File: config.mk
export PLATFORM = sky130hd
export DESIGN_NAME = vend_controller_flat
export DESIGN_NICKNAME = d
export VERILOG_FILES = /design/src/rtl/vend_controller_if.sv /design/src/rtl/vend_controller.sv /design/src/flat_wrapper.sv
export SDC_FILE = /design/constraint.sdc
export NUM_CORES = 1
export LEC_CHECK = 0
export BUFFER_PORTS_ARGS = -buffer_cell sky130_fd_sc_hd__buf_4
export CAP_MARGIN = 20
export CORE_MARGIN = 3
export CORE_UTILIZATION = 55
export DETAILED_ROUTE_END_ITERATION = 8
export MAX_ROUTING_LAYER = met4
export PLACE_DENSITY_LB_ADDON = 0.15
export SETUP_SLACK_MARGIN = 0.3
export SYNTH_ARGS = -nofsm -noshare
export SYNTH_HDL_FRONTEND = slang
export SYNTH_SLANG_ARGS = --single-unit
File: constraint.sdc
create_clock -name clk -period 6.2 [get_ports clk]
set_clock_uncertainty 0.2 [all_clocks]
set_input_delay 0 -clock clk [delete_from_list [all_inputs] [get_ports clk]]
set_output_delay 0 -clock clk [all_outputs]
set_load 0.05 [all_outputs]
File: src/rtl/vend_controller_if.sv
// rtl/vend_controller_if.sv - front-end and actuator signal bundle for the vending sequencer
interface vend_controller_if;
    logic       coin_valid;
    logic [1:0] coin_code;
    logic       sel_valid;
    logic [1:0] sel_item;
    logic       cancel;
    logic       dispense_ready;
    logic       change_ready;
    logic [7:0] credit;
    logic       dispense_valid;
    logic [1:0] dispense_item;
    logic       change_valid;
    logic [1:0] change_code;
    logic       coin_reject;
    logic       sel_denied;
    logic       busy;

    modport master (
        output coin_valid, coin_code, sel_valid, sel_item, cancel,
               dispense_ready, change_ready,
        input  credit, dispense_valid, dispense_item, change_valid,
               change_code, coin_reject, sel_denied, busy
    );

    modport slave (
        input  coin_valid, coin_code, sel_valid, sel_item, cancel,
               dispense_ready, change_ready,
        output credit, dispense_valid, dispense_item, change_valid,
               change_code, coin_reject, sel_denied, busy
    );
endinterface

File: src/rtl/vend_controller.sv
// rtl/vend_controller.sv - credit accumulation, item dispense and coin-by-coin change sequencer
module vend_controller #(
    parameter logic [7:0] PRICE0     = 8'd35,
    parameter logic [7:0] PRICE1     = 8'd50,
    parameter logic [7:0] PRICE2     = 8'd75,
    parameter logic [7:0] PRICE3     = 8'd100,
    parameter logic [7:0] MAX_CREDIT = 8'd250
) (
    input  logic             clk,
    input  logic             reset,
    vend_controller_if.slave bus
);

    localparam logic [1:0] ST_COLLECT = 2'd0;
    localparam logic [1:0] ST_VEND    = 2'd1;
    localparam logic [1:0] ST_CHANGE  = 2'd2;

    function automatic logic [7:0] coin_value(input logic [1:0] code);
        case (code)
            2'b00:   coin_value = 8'd5;
            2'b01:   coin_value = 8'd10;
            2'b10:   coin_value = 8'd25;
            default: coin_value = 8'd50;
        endcase
    endfunction

    // Greedy choice; credit is always a multiple of 5 so this ends exactly at zero.
    function automatic logic [1:0] largest_coin(input logic [7:0] amount);
        if (amount >= 8'd50)      largest_coin = 2'b11;
        else if (amount >= 8'd25) largest_coin = 2'b10;
        else if (amount >= 8'd10) largest_coin = 2'b01;
        else                      largest_coin = 2'b00;
    endfunction

    function automatic logic [7:0] price_of(input logic [1:0] item);
        case (item)
            2'd0:    price_of = PRICE0;
            2'd1:    price_of = PRICE1;
            2'd2:    price_of = PRICE2;
            default: price_of = PRICE3;
        endcase
    endfunction

    logic [1:0] state_q, state_d;
    logic [7:0] credit_q, credit_d;
    logic [1:0] item_q, item_d;
    logic       dval_q, dval_d;
    logic       cval_q, cval_d;
    logic [1:0] ccode_q, ccode_d;
    logic       reject_q, reject_d;
    logic       denied_q, denied_d;
    logic       busy_q, busy_d;

    logic [8:0] coin_sum;
    logic [7:0] sel_price;
    logic [7:0] credit_after_coin;

    assign coin_sum          = {1'b0, credit_q} + {1'b0, coin_value(bus.coin_code)};
    assign sel_price         = price_of(bus.sel_item);
    assign credit_after_coin = credit_q - coin_value(ccode_q);

    always_comb begin
        state_d  = state_q;
        credit_d = credit_q;
        item_d   = item_q;
        dval_d   = dval_q;
        cval_d   = cval_q;
        ccode_d  = ccode_q;
        reject_d = 1'b0;
        denied_d = 1'b0;
        case (state_q)
            ST_COLLECT: begin
                // A cancel or selection pre-empts any coin presented alongside it.
                if (bus.cancel) begin
                    reject_d = bus.coin_valid;
                    if (credit_q != 8'd0) begin
                        state_d = ST_CHANGE;
                        cval_d  = 1'b1;
                        ccode_d = largest_coin(credit_q);
                    end
                end else if (bus.sel_valid) begin
                    reject_d = bus.coin_valid;
                    if (credit_q >= sel_price) begin
                        credit_d = credit_q - sel_price;
                        item_d   = bus.sel_item;
                        dval_d   = 1'b1;
                        state_d  = ST_VEND;
                    end else begin
                        denied_d = 1'b1;
                    end
                end else if (bus.coin_valid) begin
                    if (coin_sum <= {1'b0, MAX_CREDIT}) credit_d = coin_sum[7:0];
                    else                                reject_d = 1'b1;
                end
            end
            ST_VEND: begin
                reject_d = bus.coin_valid;
                if (bus.dispense_ready) begin
                    dval_d = 1'b0;
                    if (credit_q != 8'd0) begin
                        state_d = ST_CHANGE;
                        cval_d  = 1'b1;
                        ccode_d = largest_coin(credit_q);
                    end else begin
                        state_d = ST_COLLECT;
                    end
                end
            end
            ST_CHANGE: begin
                reject_d = bus.coin_valid;
                if (bus.change_ready) begin
                    credit_d = credit_after_coin;
                    if (credit_after_coin == 8'd0) begin
                        cval_d  = 1'b0;
                        state_d = ST_COLLECT;
                    end else begin
                        ccode_d = largest_coin(credit_after_coin);
                    end
                end
            end
            default: begin
                state_d = ST_COLLECT;
                dval_d  = 1'b0;
                cval_d  = 1'b0;
            end
        endcase
        busy_d = (state_d != ST_COLLECT);
    end

    always_ff @(posedge clk or posedge reset) begin
        if (reset) begin
            state_q  <= ST_COLLECT;
            credit_q <= 8'd0;
            item_q   <= 2'd0;
            dval_q   <= 1'b0;
            cval_q   <= 1'b0;
            ccode_q  <= 2'd0;
            reject_q <= 1'b0;
            denied_q <= 1'b0;
            busy_q   <= 1'b0;
        end else begin
            state_q  <= state_d;
            credit_q <= credit_d;
            item_q   <= item_d;
            dval_q   <= dval_d;
            cval_q   <= cval_d;
            ccode_q  <= ccode_d;
            reject_q <= reject_d;
            denied_q <= denied_d;
            busy_q   <= busy_d;
        end
    end

    assign bus.credit         = credit_q;
    assign bus.dispense_valid = dval_q;
    assign bus.dispense_item  = item_q;
    assign bus.change_valid   = cval_q;
    assign bus.change_code    = ccode_q;
    assign bus.coin_reject    = reject_q;
    assign bus.sel_denied     = denied_q;
    assign bus.busy           = busy_q;

endmodule

File: src/flat_wrapper.sv
// flat-port wrapper written by rule: the top's interface ports become plain ports
module vend_controller_flat 
#(
    parameter logic [7:0] PRICE0     = 8'd35,
    parameter logic [7:0] PRICE1     = 8'd50,
    parameter logic [7:0] PRICE2     = 8'd75,
    parameter logic [7:0] PRICE3     = 8'd100,
    parameter logic [7:0] MAX_CREDIT = 8'd250
)
  (clk, reset, bus_coin_valid, bus_coin_code, bus_sel_valid, bus_sel_item, bus_cancel, bus_dispense_ready, bus_change_ready, bus_credit, bus_dispense_valid, bus_dispense_item, bus_change_valid, bus_change_code, bus_coin_reject, bus_sel_denied, bus_busy);
  vend_controller_if bus_i ();
  input  logic clk;
  input  logic reset;
  input wire logic [$bits(bus_i.coin_valid)-1:0] bus_coin_valid;
  input wire logic [$bits(bus_i.coin_code)-1:0] bus_coin_code;
  input wire logic [$bits(bus_i.sel_valid)-1:0] bus_sel_valid;
  input wire logic [$bits(bus_i.sel_item)-1:0] bus_sel_item;
  input wire logic [$bits(bus_i.cancel)-1:0] bus_cancel;
  input wire logic [$bits(bus_i.dispense_ready)-1:0] bus_dispense_ready;
  input wire logic [$bits(bus_i.change_ready)-1:0] bus_change_ready;
  output wire logic [$bits(bus_i.credit)-1:0] bus_credit;
  output wire logic [$bits(bus_i.dispense_valid)-1:0] bus_dispense_valid;
  output wire logic [$bits(bus_i.dispense_item)-1:0] bus_dispense_item;
  output wire logic [$bits(bus_i.change_valid)-1:0] bus_change_valid;
  output wire logic [$bits(bus_i.change_code)-1:0] bus_change_code;
  output wire logic [$bits(bus_i.coin_reject)-1:0] bus_coin_reject;
  output wire logic [$bits(bus_i.sel_denied)-1:0] bus_sel_denied;
  output wire logic [$bits(bus_i.busy)-1:0] bus_busy;
  assign bus_i.coin_valid = bus_coin_valid;
  assign bus_i.coin_code = bus_coin_code;
  assign bus_i.sel_valid = bus_sel_valid;
  assign bus_i.sel_item = bus_sel_item;
  assign bus_i.cancel = bus_cancel;
  assign bus_i.dispense_ready = bus_dispense_ready;
  assign bus_i.change_ready = bus_change_ready;
  assign bus_credit = bus_i.credit;
  assign bus_dispense_valid = bus_i.dispense_valid;
  assign bus_dispense_item = bus_i.dispense_item;
  assign bus_change_valid = bus_i.change_valid;
  assign bus_change_code = bus_i.change_code;
  assign bus_coin_reject = bus_i.coin_reject;
  assign bus_sel_denied = bus_i.sel_denied;
  assign bus_busy = bus_i.busy;
  vend_controller #(.PRICE0(PRICE0), .PRICE1(PRICE1), .PRICE2(PRICE2), .PRICE3(PRICE3), .MAX_CREDIT(MAX_CREDIT)) u_core (.clk(clk), .reset(reset), .bus(bus_i));
endmodule
Word-level counts from Yosys, hierarchy flattened
Cells that the tools add are included.

Bits in registers: 19. Latch bits: 0. Memory bits (writable): 0. ROM bits: 0. Output and inout port bits: 17. Word-level logic and storage cells: 107. Memories: 0.

Add/sub/neg operators: 3. $mul: 0. Divide/modulo/power cells: 0. Order comparisons: 8. Equality and inequality tests: 19. Shifts and indexed selects: 0. Muxes and demuxes: 51. Bitwise logic cells: 2. Reduce and logical (&&, ||, !) cells: 15.

Operators with widths (count): 8-bit 2-to-1 mux (6); 6-bit case mux with 3 select lines (2); 2-bit 2-to-1 mux (17); 7-bit case mux with 3 select lines (1); 1-bit 2-to-1 mux (19); 8-bit by 4-bit greater-or-equal comparator with 1-bit output, second input constant (2); 8-bit by 5-bit greater-or-equal comparator with 1-bit output, second input constant (2); 8-bit by 6-bit greater-or-equal comparator with 1-bit output, second input constant (2); 8-bit case mux with 2 select lines (1); 2-bit inequality test, second input constant (6); 2-bit case mux with 3 select lines (2); 5-bit AND reduction (2); 8-bit by 6-bit adder with 9-bit output (1); 9-bit by 8-bit <= comparator with 1-bit output, second input constant (1); 2-bit by 1-bit equality test with 1-bit output, second input constant (4); 2-bit equality test, second input constant (4); 8-bit by 7-bit greater-or-equal comparator with 1-bit output (1); 2-bit zero test (4); 8-bit zero test (1); 4-bit AND reduction (2); 8-bit nonzero test (1); 8-bit by 6-bit subtractor with 8-bit output (1); 8-bit by 7-bit subtractor with 8-bit output (1); 3-bit by 2-bit inequality test with 1-bit output, second input constant (2); 9 further kinds (13).

Longest topological paths before layout
Gate-level depths: netlist of run 1.

Word-level depth: 10. Gate-level depth with buffers: 11. Depth with buffers taken out: 11.

Worst setup path before layout of run 1
OpenSTA, ideal clock, no wires.

Kind: reg-to-reg. From: register u_core.credit_q[1] (netlist: u_core.bus.credit[1]). To: register u_core.credit_q[3] (netlist: u_core.bus.credit[3]). Arrival: 3049 ps. Data required time: 5875 ps. Path slack: 2825 ps. Stages on the path, launching flop included: 9. Buffers on the path: 0. Cell sequence: dfrtp_1 > inv_1 > fa_1 > xnor2_1 > a21oi_1 > or4_4 > nor4b_4 > o21ai_4 > mux2_4.

Word-level cells in the longest chain between the ends: 6.

RTL lines: start, declared (RTL line vend_controller.sv:45) `logic [7:0] credit_q, credit_d;`; start signal, assigned (RTL line vend_controller.sv:143) `credit_q <= credit_d;`; branches (longest 6 deep; another with 8-bit by 6-bit adder with 9-bit output).

Several ways; the timed one is not identified. The select of a mux whose other input is x is not followed. A chain may end at the register's enable or synchronous reset.

Worst setup path in the final report of run 1
From: register u_core.credit_q[1] (netlist: u_core.bus.credit[1]). To: register u_core.credit_q[4] (netlist: u_core.bus.credit[4]).

The elaborated chain is that of the path after synthesis.

==> results.md, run 1 <==
- Initial antenna violation count: 0
- Ys Warns: 0
- Final std cells w/o fill: 379
- Vias: 2,308
- Crit. path cell count: 8
- Die ar.: 5328 sq um
- GPL Wtd Cong: 0.9296
- Count of different cell masters after synthesis: 55
- H-tree levels: 1
- Max-Cap Viols: 0
- Ys async rst share: 100.0%
- Crit Reg-Reg Endpoint: u_core.bus.credit[4]$_DFFE_PP0P_
- WS Path Type: flip-flop to flip-flop
- Compound-Gate Fraction of Synth Area: 22.96%
- Endpoints failing setup: 0
- Fraction of layout cells with a size suffix above 1: 13.37%
- CP max FO: 9
- Post-CTS sizing: 0
- Post-Synth XOR/XNOR Area: 4.612%
- Post-synthesis simple-gate area fraction: 22.50%
- Worst setup path endpoint: u_core.bus.credit[4]$_DFFE_PP0P_
- Unrepaired setup endpoints after global routing: false
- Largest area contributor in the netlist: dfrtp_1
- CP required: 6140 ps
- Antenna diodes: 0
- Worst-margin pin slew: 931.7 ps
- Largest net degree at the start of global routing: 27
- Status: finished clean
- R2R Path Start: u_core.bus.credit[1]$_DFFE_PP0P_
- Pre-antenna DRT Iters: 4
- Top cell type's share of synthesized area: 19.26%
- Most frequent cells in the layout: ha_1, buf_4, inv_1, nand2_1, a21oi_1
- Residual DRC count: 0
- Fin crit share: 54.43%
- Largest family of logic cells by synthesized area: compound AO/OA/AOI/OAI gates
- Worst Reg-to-Reg Cells: 8
- Longest Clk Path Bufs: 2
- Post-Route WL: 5978 um
- CP Buf/Inv Count: 1
- CTS Hold Bufs: 6
- Post-synthesis adder-cell area fraction: 17.64%
- Clk slew on worst S/H paths: 80 ps
- Relative slew slack: 37.89%
- Vias per cell: 6.090
- Sequential fraction of the synthesis area: 19.26%
- Setup bufs post-CTS: 0
- Most common flop cell mapped by yosys: dfrtp_1
- Nets: 374
- Crit path DAT: 3320 ps
- TritonCTS clock tree: yes
- CP startpoint: u_core.bus.credit[1]$_DFFE_PP0P_
- Synthesized Nets: 346
- Number of flops mapped to enable cells by yosys: 0
- Starting Density: 59.16%
- I/O pins: 28
- Area delta synth->final: 13.48%
- Crit-path slowest cell: dfrtp_1
- Fin crit period: 3375 ps
- Crit path launch type: flip-flop
- Core box area: 4173 sq um
- Hold Crit Class: input pin to flip-flop
- Clock Tree Root: clkbuf_8
- Die Y: 73.00 um
- CTS sink count: 19
- Most common cell after layout, fill and taps aside: ha_1
- # port buffers: 27
- Endpoint class of the critical path: flip-flop
- Fillers: 360
- Synth area leaders: dfrtp_1, ha_1, a21oi_1
- R2R Setup Slk: 2830 ps
- CP top delay family: simple AND/OR/NAND/NOR gates
- DRT iter0 DRCs: 182
- Synthesized area per cell: 8.174 sq um
- Post-synthesis mux area share: 7.653%
- Worst-skew pair later-pin latency: 270 ps
- CTS Buf Count: 3
- Die W: 73.00 um
- Rows: 23
- Worst path max stage delay: 590 ps
- Hpwl dp: 4540 um
- First-pass GRT wire length: 9825 um
- Drt wl/cell: 15.77 um
- Fin Setup TNS: 0 ps
- Number of global-route vias before repair: 2,023
- Dpl cells: 369
- Grt ovf: 0
- GRT Resource Usage Total: 24.07%
- Hold Violations, Final: 0
- Post-route antenna net violation count: 0
- Synthesized flop and latch total: 19
- Slew Viols, Final: 0
- Max Clock Freq: 296.3 MHz
- Critical path cell sequence: inv_1 > fa_1 > xnor2_1 > a21oi_1 > or4_4 > nor4b_4 > o21ai_4 > mux2_4
- Mapped Cells: 302
- Post-Synthesis Cell Area: 2469 sq um
final cells by class:
cell class,count,area (sq um),area share [%]
Clock buffer,3,41.29,1.474
Multi-Input combinational cell,248,1861,66.41
Tap cell,50,62.56,2.233
Sequential cell,19,475.5,16.97
Clock inverter,1,5.005,0.1787
Timing Repair Buffer,33,262.8,9.379
Inverter,25,93.84,3.350
cell usage after synthesis (2+ instances only):
cell and n:
a21o_1 4, a311oi_1 2, mux2_2 3, o32a_1 2, ha_1 30, nor3_1 8
nand2b_1 3, nand3_1 6, a31oi_1 5, mux2_4 5, a21oi_1 22, a221oi_1 2
o21a_1 4, nor2_1 21, nand4_1 4, nor2b_1 6, nor4_1 2, nor4b_1 5
and3_1 2, o21bai_1 2, nand2_1 23, a211oi_1 6, or3_1 2, nand3b_1 4
mux2i_1 8, o31ai_1 2, and2_1 4, o2111ai_1 2, o211ai_1 2, o21ai_0 21
nor3b_1 4, xor2_1 3, fa_1 3, xnor2_1 10, dfrtp_1 19, clkbuf_1 8
inv_1 25
logic make-up (layout without fill, tap and decap cells):
logic type	Yosys count	after routing
simple gates	100	100
compound gates	86	86
buf+inv	35	62
fa+ha+maj	33	33
flops	19	19
mux	16	16
xor+xnor	13	13
layer usage:
metal	vias up	GRT usage (%)	part of all wire, %
li1	1163	-	-
met1	1059	34.55	48
met2	76	35.65	44
met3	10	4.132	6.3
met4	0	4.508	1.8
met5	-	-	0
worst reg2reg max path: stages, from the launching register on:
cell and delay (ps):
dfrtp_1 590, inv_1 220, fa_1 530, xnor2_1 210, a21oi_1 70, or4_4 520
nor4b_4 400, o21ai_4 180, mux2_4 330
state kept, by name, indices dropped and copies added, names as in the netlist:
signal and cells:
u_core.bus.busy 1, u_core.bus.change_valid 1, u_core.bus.credit 8, u_core.bus.sel_denied 1, u_core.bus.dispense_valid 1, u_core.bus.change_code 2, u_core.bus.dispense_item 2, u_core.state_q 2
u_core.bus.coin_reject 1
through the flow:
| stage | hold WS (ps) | cell area [sq um] | setup slack (ps) | util [%] |
|---|---|---|---|---|
| 2_1_floorplan | -248.9 | 2469 | 2825 | - |
| 3_3_place_gp | -34.92 | 2695 | 2794 | 64.59 |
| 3_5_place_dp | -21.36 | 2695 | 2846 | 64.59 |
| 4_1_cts | 6.758 | 2801 | 2820 | 67.14 |
| 5_1_grt | 44.96 | 2801 | 2550 | 67.14 |
| 6_report | 18.91 | 2801 | 2825 | 67.14 |
worst min path at each step:
stage          slack [ps]                from                                 endpoint  cells past startpoint
5_1_grt                40  bus_dispense_ready    u_core.bus.dispense_valid$_DFFE_PP0P_                      3
6_report               20  bus_dispense_ready    u_core.bus.dispense_valid$_DFFE_PP0P_                      3
3_3_place_gp          -30               reset  u_core.bus.dispense_item[0]$_DFFE_PP0P_                      2
4_1_cts                 7  bus_dispense_ready                u_core.bus.busy$_DFF_PP0_                      4
2_1_floorplan        -250               reset                u_core.bus.busy$_DFF_PP0_                      1
3_5_place_dp          -20               reset  u_core.bus.dispense_item[0]$_DFFE_PP0P_                      2
Power of run 1 is not shown: default switching activity piles up to over one toggle a cycle in this logic, so the estimate is an artifact.
==> inputs of run 2 (changes only) <==
ABC_AREA = 1   (was unset)
clock period = 3.45 ns   (was 6.2 ns; I/O delays follow)
==> run 2 against run 1 <==
Compared with the run above:
- critical path depth up 10
- via count is 15% higher
- first-iteration DRC count increased by 32%
- final cell count is 28% higher
- register-to-register slack lost 2100 ps
- clock-buffer cell count increased by 1
- area after synthesis grew 3.3%
- worst hold slack got worse by 5.0 ps
- design area grew 3.2%
- maximum frequency increased by 22%
- synthesized cell count grew 33%
- sequential share of layout area fell by 0.52 points
==> results.md, run 2 <==
- Most common cell in the netlist: nand2_1
- Commonest cells post-synth: nand2_1, inv_1, nand3_1, ha_1, nor2_1
- Endpoint class of the critical path: flip-flop
- Synthesized flop and latch total: 19 (unchanged)
- Hold Violations, Final: 0 (unchanged)
- Die ar.: 5489 sq um (+3.0%)
- Fin Setup TNS: 0 ps (unchanged)
- Core box area: 4414 sq um (+5.8%)
- TritonCTS clock tree: yes
- CP startpoint: u_core.bus.change_code[0]$_DFFE_PP0P_
- Post-Synthesis Cell Area: 2550 sq um (+3.3%)
- Worst Hold Margin: 13.91 ps (-5.000 ps)
- # port buffers: 27 (unchanged)
- Rows: 24 (+4.3%)
- Worst-skew pair later-pin latency: 260 ps (about the same)
- GPL Wtd Cong: 0.9118 (-1.9%)
- Relative slew slack: 51.06% (+13 points)
- Worst hold start: bus_change_ready
- Most common flop cell mapped by yosys: dfrtp_1
- Area delta synth->final: 13.35%
- Fin crit period: 2771 ps (-603.2 ps)
- Worst Reg-to-Reg Cells: 18 (+10)
- CTS sink count: 19 (unchanged)
- WS Path Type: flip-flop to flip-flop
- Final Util: 65.48% (-1.7 points)
- Slew Viols, Final: 0 (unchanged)
- Largest area contributor in the netlist: dfrtp_1
- Worst-margin pin slew: 733.2 ps (-198.4 ps)
- Most frequent cells in the layout: nand2_1, inv_1, nand3_1, ha_1, buf_4
- Post-Route WL: 6656 um (+11%)
- CP required: 3410 ps (-2730 ps)
- Clock Tree Root: clkbuf_8
- CP top delay family: simple AND/OR/NAND/NOR gates
- Pre-antenna DRT Iters: 5 (+1)
- Ys Warns: 0 (unchanged)
- GRT Resource Usage Total: 25.94% (+1.9 points)
- CP Buf/Inv Count: 2 (+1)
- Fillers: 421 (+17%)
- Drt wl/cell: 13.72 um (-13%)
- Synthesized area per cell: 6.343 sq um (-22%)
- Hpwl dp: 5342 um (+18%)
- I/O pins: 28 (unchanged)
- Unrepaired setup endpoints after global routing: false
- Most common cell after layout, fill and taps aside: nand2_1
- Critical path cell sequence: inv_1 > ha_1 > inv_1 > ha_1 > nand2_1 > nand2_1 > nand2_1 > nand3_1 > nand2_1 > nand2_1 > nor2_4 > nand3_1 > nand2_2 > nand2_1 > nand2_1 > nand2_1 > nand2_1 > nand2_1
- Nets: 478 (+28%)
- Mapped Cells: 402 (+33%)
- Synth area leaders: dfrtp_1, nand2_1, ha_1
- Most used cell along the critical path: nand2_1
- CTS Buf Count: 3 (unchanged)
- Crit-path slowest cell: dfrtp_1
- Grt ovf: 0 (unchanged)
- R2R Setup Slk: 680 ps (-2150 ps)
- Setup bufs post-CTS: 0 (unchanged)
- Initial antenna violation count: 0 (unchanged)
- Multi-input gate area: 1773 sq um (-4.7%)
- Vias per cell: 5.482 (-10%)
- Crit path DAT: 2730 ps (-590 ps)
- Top cell type's share of synthesized area: 18.65% (-0.61 points)
- Clk slew on worst S/H paths: 80 ps (about the same)
- Endpoints failing setup: 0 (unchanged)
- Die Y: 74.09 um (+1.5%)
- Synthesized Nets: 446 (+29%)
- Status: finished clean
- Longest Clk Path Bufs: 2 (unchanged)
- First-pass GRT wire length: 10,830 um (+10%)
- Worst path max stage delay: 440 ps (-150 ps)
- CP max FO: 6 (-3)
- Fin crit share: 80.33% (+26 points)
- Max Clock Freq: 360.8 MHz (+22%)
- Storage cell area: 475.5 sq um (unchanged)
- WHS Endpoint: u_core.state_q[1]$_DFF_PP0_
- Residual DRC count: 0 (unchanged)
- Antenna diodes: 0 (unchanged)
- Fraction of layout cells with a size suffix above 1: 10.85% (-2.5 points)
- H-tree levels: 1 (unchanged)
- Starting Density: 57.77% (-1.4 points)
- Die W: 74.09 um (+1.5%)
- Number of global-route vias before repair: 2,344 (+16%)
- Sequential fraction of the synthesis area: 18.65% (-0.61 points)
- Post-route antenna net violation count: 0 (unchanged)
- Hold Crit Class: input pin to flip-flop
- Flip-flop count of the largest register after layout: 8 (unchanged)
- Count of different cell masters after synthesis: 37 (-33%)
- Max-Cap Viols: 0 (unchanged)
- WHS Path Cells: 8 (+5)
- Number of flops mapped to enable cells by yosys: 0 (unchanged)
- DRT iter0 DRCs: 240 (+32%)
- Crit path launch type: flip-flop
- Crit Reg-Reg Endpoint: u_core.bus.busy$_DFF_PP0_
- Vias: 2,659 (+15%)
- Largest net degree at the start of global routing: 20 (-26%)
- Ys async rst share: 100.0% (unchanged)
- R2R Path Start: u_core.bus.change_code[0]$_DFFE_PP0P_
## run 2: cell types whose count changed in the layout (fill, tap and decap cells not counted), sizes merged, moves of 7 or more
| cell | before | now |
|---|---|---|
| xnor2 | 10 | 1 |
| nand3 | 6 | 42 |
| inv | 25 | 69 |
| nand4 | 4 | 15 |
| mux2i | 8 | 1 |
| o21ai | 22 | 15 |
| mux2 | 8 | 0 |
| nor2 | 21 | 29 |
| nand2 | 23 | 129 |
| nor2b | 7 | 0 |
## run 2: area by class of cell
cell class	count	area share (%)
clock buffers	4	1.558
multi-input cells	307	61.34
flip-flops and latches	19	16.45
well taps	52	2.251
repair buffers	34	9.437
inverters	69	8.961
## run 2: timing repair
action                    CTS  global route
hold buffers                7             0
hold endpoints to repair   24             0
resized for setup           0             0
## run 2: kinds of logic (layout without fill, tap and decap cells)
group | Yosys count | after routing | synth area share [%]
muxes | 1 | 1 | 0.3926
AOI/OAI and AO/OA | 47 | 47 | 11.29
xor gates and xnor gates | 3 | 3 | 1.031
DFF | 19 | 19 | 18.65
adders and majority gates | 33 | 33 | 17.08
and+or+nand+nor | 223 | 223 | 39.74
buffers and inverters | 76 | 107 | 11.82
## run 2: how the worst max path moves through the flow
stage / slack, ps / endpoint / cells after the start
finish: 680 / u_core.bus.busy$_DFF_PP0_ / 18
global route: 460 / u_core.bus.busy$_DFF_PP0_ / 18
global placement: 710 / u_core.bus.busy$_DFF_PP0_ / 18
detailed placement: 680 / u_core.bus.busy$_DFF_PP0_ / 18
CTS: 660 / u_core.bus.busy$_DFF_PP0_ / 18
floorplan: 660 / u_core.bus.busy$_DFF_PP0_ / 18
## run 2: tightest hold or removal path, stage by stage
cell,delay [ps]
buf_4,80
nor2_1,30
inv_1,70
nand2_1,50
nand2_1,50
nand2_1,50
nand2_1,80
inv_1,40
## run 2: routing by layer
layer	up-vias	track usage (%)	wire length, um
met3	12	3.378	394
met5	-	-	0
met4	0	6.036	75
li1	1363	-	-
met2	99	41.73	3069
met1	1185	34.56	3117
## run 2: per-stage QoR
step,setup slack [ps],cells,instance area (sq um)
floorplan,659.4,402,2550
global placement,709.1,474,2775
detailed placement,682.4,474,2775
CTS,664.0,485,2890
global route,463.5,485,2890
finish,678.6,485,2890
Power of run 2 is left out for the same reason.
==> inputs of run 3 (changes only) <==
clock period = 2.76 ns   (was 3.45 ns; I/O delays follow)
==> run 3 against run 2 <==
Compared with the run above:
- via count grew 12%
- final cell count grew 3.7%
- core utilization grew 11 points
- die area is the same
- clock-buffer cell count shrank 1
- design area grew 17%
- wire length grew 17%
- first-iteration DRC count shrank 12%
- register-to-register slack lost 440 ps
- largest cell class unchanged
==> results.md, run 3 (synthesized netlist as in run 2, its figures left out) <==
- Hpwl dp: 5476 um (+2.5%)
- GRT Resource Usage Total: 27.19% (+1.3 points)
- Die Y: 74.09 um (unchanged)
- Clk slew on worst S/H paths: 80 ps (about the same)
- Most common cell after layout, fill and taps aside: nand2_1
- CP startpoint: u_core.bus.change_code[0]$_DFFE_PP0P_
- CTS Buf Count: 3 (unchanged)
- Unrepaired setup endpoints after global routing: true
- Relative slew slack: 50.59% (-0.47 points)
- Status: finished clean
- GPL Wtd Cong: 0.9524 (+4.5%)
- H-tree levels: 1 (unchanged)
- Grt ovf: 0 (unchanged)
- R2R Path Start: u_core.bus.change_code[0]$_DFFE_PP0P_
- I/O pins: 28 (unchanged)
- Crit path launch type: flip-flop
- Post-Route WL: 7818 um (+17%)
- Drt wl/cell: 15.54 um (+13%)
- Slew Viols, Final: 0 (unchanged)
- Critical path cell sequence: inv_4 > ha_4 > inv_2 > ha_4 > buf_6 > xnor2_4 > nor2_2 > nand3_2 > nor2_4 > nand3_2 > nand2_2 > nand2_2 > nand2_2 > nand2_1 > nand2_1 > inv_1
- WS Path Type: flip-flop to flip-flop
- Hold Crit Class: input pin to flip-flop
- Area delta synth->final: 33.02%
- Nets: 496 (+3.8%)
- CP top delay family: simple AND/OR/NAND/NOR gates
- Number of global-route vias before repair: 2,450 (+4.5%)
- Starting Density: 57.77% (unchanged)
- Crit-path slowest cell: dfrtp_2
- Hold Violations, Final: 0 (unchanged)
- Endpoint class of the critical path: flip-flop
- First-pass GRT wire length: 11,380 um (+5.1%)
- Vias: 2,980 (+12%)
- Fillers: 337 (-20%)
- CTS sink count: 19 (unchanged)
- Worst-skew pair later-pin latency: 270 ps (about the same)
- Clock Tree Root: clkbuf_8
- Rows: 24 (unchanged)
- Largest net degree at the start of global routing: 20 (unchanged)
- Max-Cap Viols: 0 (unchanged)
- CP required: 2730 ps (-680 ps)
- Most frequent cells in the layout: nand2_1, inv_1, buf_4, nand3_1, nand2_2
- Flip-flop count of the largest register after layout: 8 (unchanged)
- Fin crit period: 2525 ps (-246.1 ps)
- Initial antenna violation count: 0 (unchanged)
- Fin crit share: 91.49% (+11 points)
- Max Clock Freq: 396.0 MHz (+9.7%)
- Pre-antenna DRT Iters: 6 (+1)
- Worst hold start: bus_change_ready
- Core box area: 4414 sq um (unchanged)
- Vias per cell: 5.924 (+8.1%)
- Placement Cell Area: 2830 sq um (+2.0%)
- # port buffers: 27 (unchanged)
- Post-route antenna net violation count: 0 (unchanged)
- Most used cell along the critical path: nand2_2
- Antenna diodes: 0 (unchanged)
- Fraction of layout cells with a size suffix above 1: 29.93% (+19 points)
- Die ar.: 5489 sq um (unchanged)
- Fin Setup TNS: 0 ps (unchanged)
- Endpoints failing setup: 0 (unchanged)
- CP Buf/Inv Count: 4 (+2)
- Worst Hold Margin: 50.44 ps (+36.53 ps)
- DRT iter0 DRCs: 212 (-12%)
- Residual DRC count: 0 (unchanged)
- Longest Clk Path Bufs: 2 (unchanged)
- CP max FO: 5 (-1)
- Worst-margin pin slew: 740.3 ps (+7.082 ps)
- Die W: 74.09 um (unchanged)
- TritonCTS clock tree: yes
- Final Instance Area: 3392 sq um (+17%)
- Crit path DAT: 2490 ps (-240 ps)
- Final Util: 76.84% (+11 points)
- Worst path max stage delay: 450 ps (about the same)
## run 3: changes by cell type in the layout (fill, tap and decap cells not counted), sizes merged
cell / before / now
clkbuf: 4 / 3
clkinv: 0 / 1
buf: 27 / 43
nand2: 129 / 130
o21a: 3 / 4
## run 3: repair_timing
| action | in CTS | in global routing |
|---|---|---|
| hold buffers | 7 | 0 |
| gates resized for setup | 10 | 75 |
| setup endpoints to repair | 14 | 17 |
| pin swaps | 1 | 34 |
| gates cloned | 0 | 2 |
| hold endpoints to repair | 26 | 0 |
| buffers inserted | 3 | 8 |
## run 3: worst paths after layout
| path | end | slack (ps) | cells after the start |
|---|---|---|---|
| min | u_core.bus.busy$_DFF_PP0_ | 50 | 8 |
| min reg2reg | u_core.bus.dispense_item[0]$_DFFE_PP0P_ | 290 | 2 |
| max in group asynchronous | u_core.bus.credit[0]$_DFFE_PP0P_ | 1620 | 3 |
| min in group asynchronous | u_core.bus.change_valid$_DFFE_PP0P_ | 230 | 3 |
| max | u_core.state_q[1]$_DFF_PP0_ | 230 | 16 |
| max reg2reg | u_core.state_q[1]$_DFF_PP0_ | 230 | 16 |
## run 3: per-layer routing
layer | track usage [%] | routed length, um
met3 | 3.649 | 583
met1 | 35.89 | 3219
met4 | 6.237 | 274
met5 | - | 0
met2 | 44.19 | 3742
## run 3: cell type report
cell class	instances	area [sq um]	share of cell area (%)
timing repair buffer	50	396.6	11.69
clock inverter	1	5.005	0.1475
clock buffer	3	41.29	1.217
sequential	19	484.2	14.28
inverter	69	261.5	7.709
tap	52	65.06	1.918
multi-input combinational	309	2138	63.04
## run 3: worst register-to-register path, cell delays in order (launching register included)
cell and delay (ps):
dfrtp_2 450, inv_4 120, ha_4 140, inv_2 40, ha_4 250, buf_6 130, xnor2_4 140, nor2_2 150
nand3_2 120, nor2_4 150, nand3_2 100, nand2_2 120, nand2_2 60, nand2_2 50, nand2_1 50, nand2_1 80
inv_1 50
## run 3: stage by stage
step / setup WS [ps] / std cells
2_1_floorplan: 292.2 / 402
3_3_place_gp: 252.8 / 479
3_5_place_dp: 210.5 / 479
4_1_cts: 308.8 / 493
5_1_grt: 123.8 / 503
6_report: 234.7 / 503
Power of run 3 is left out for the same reason.
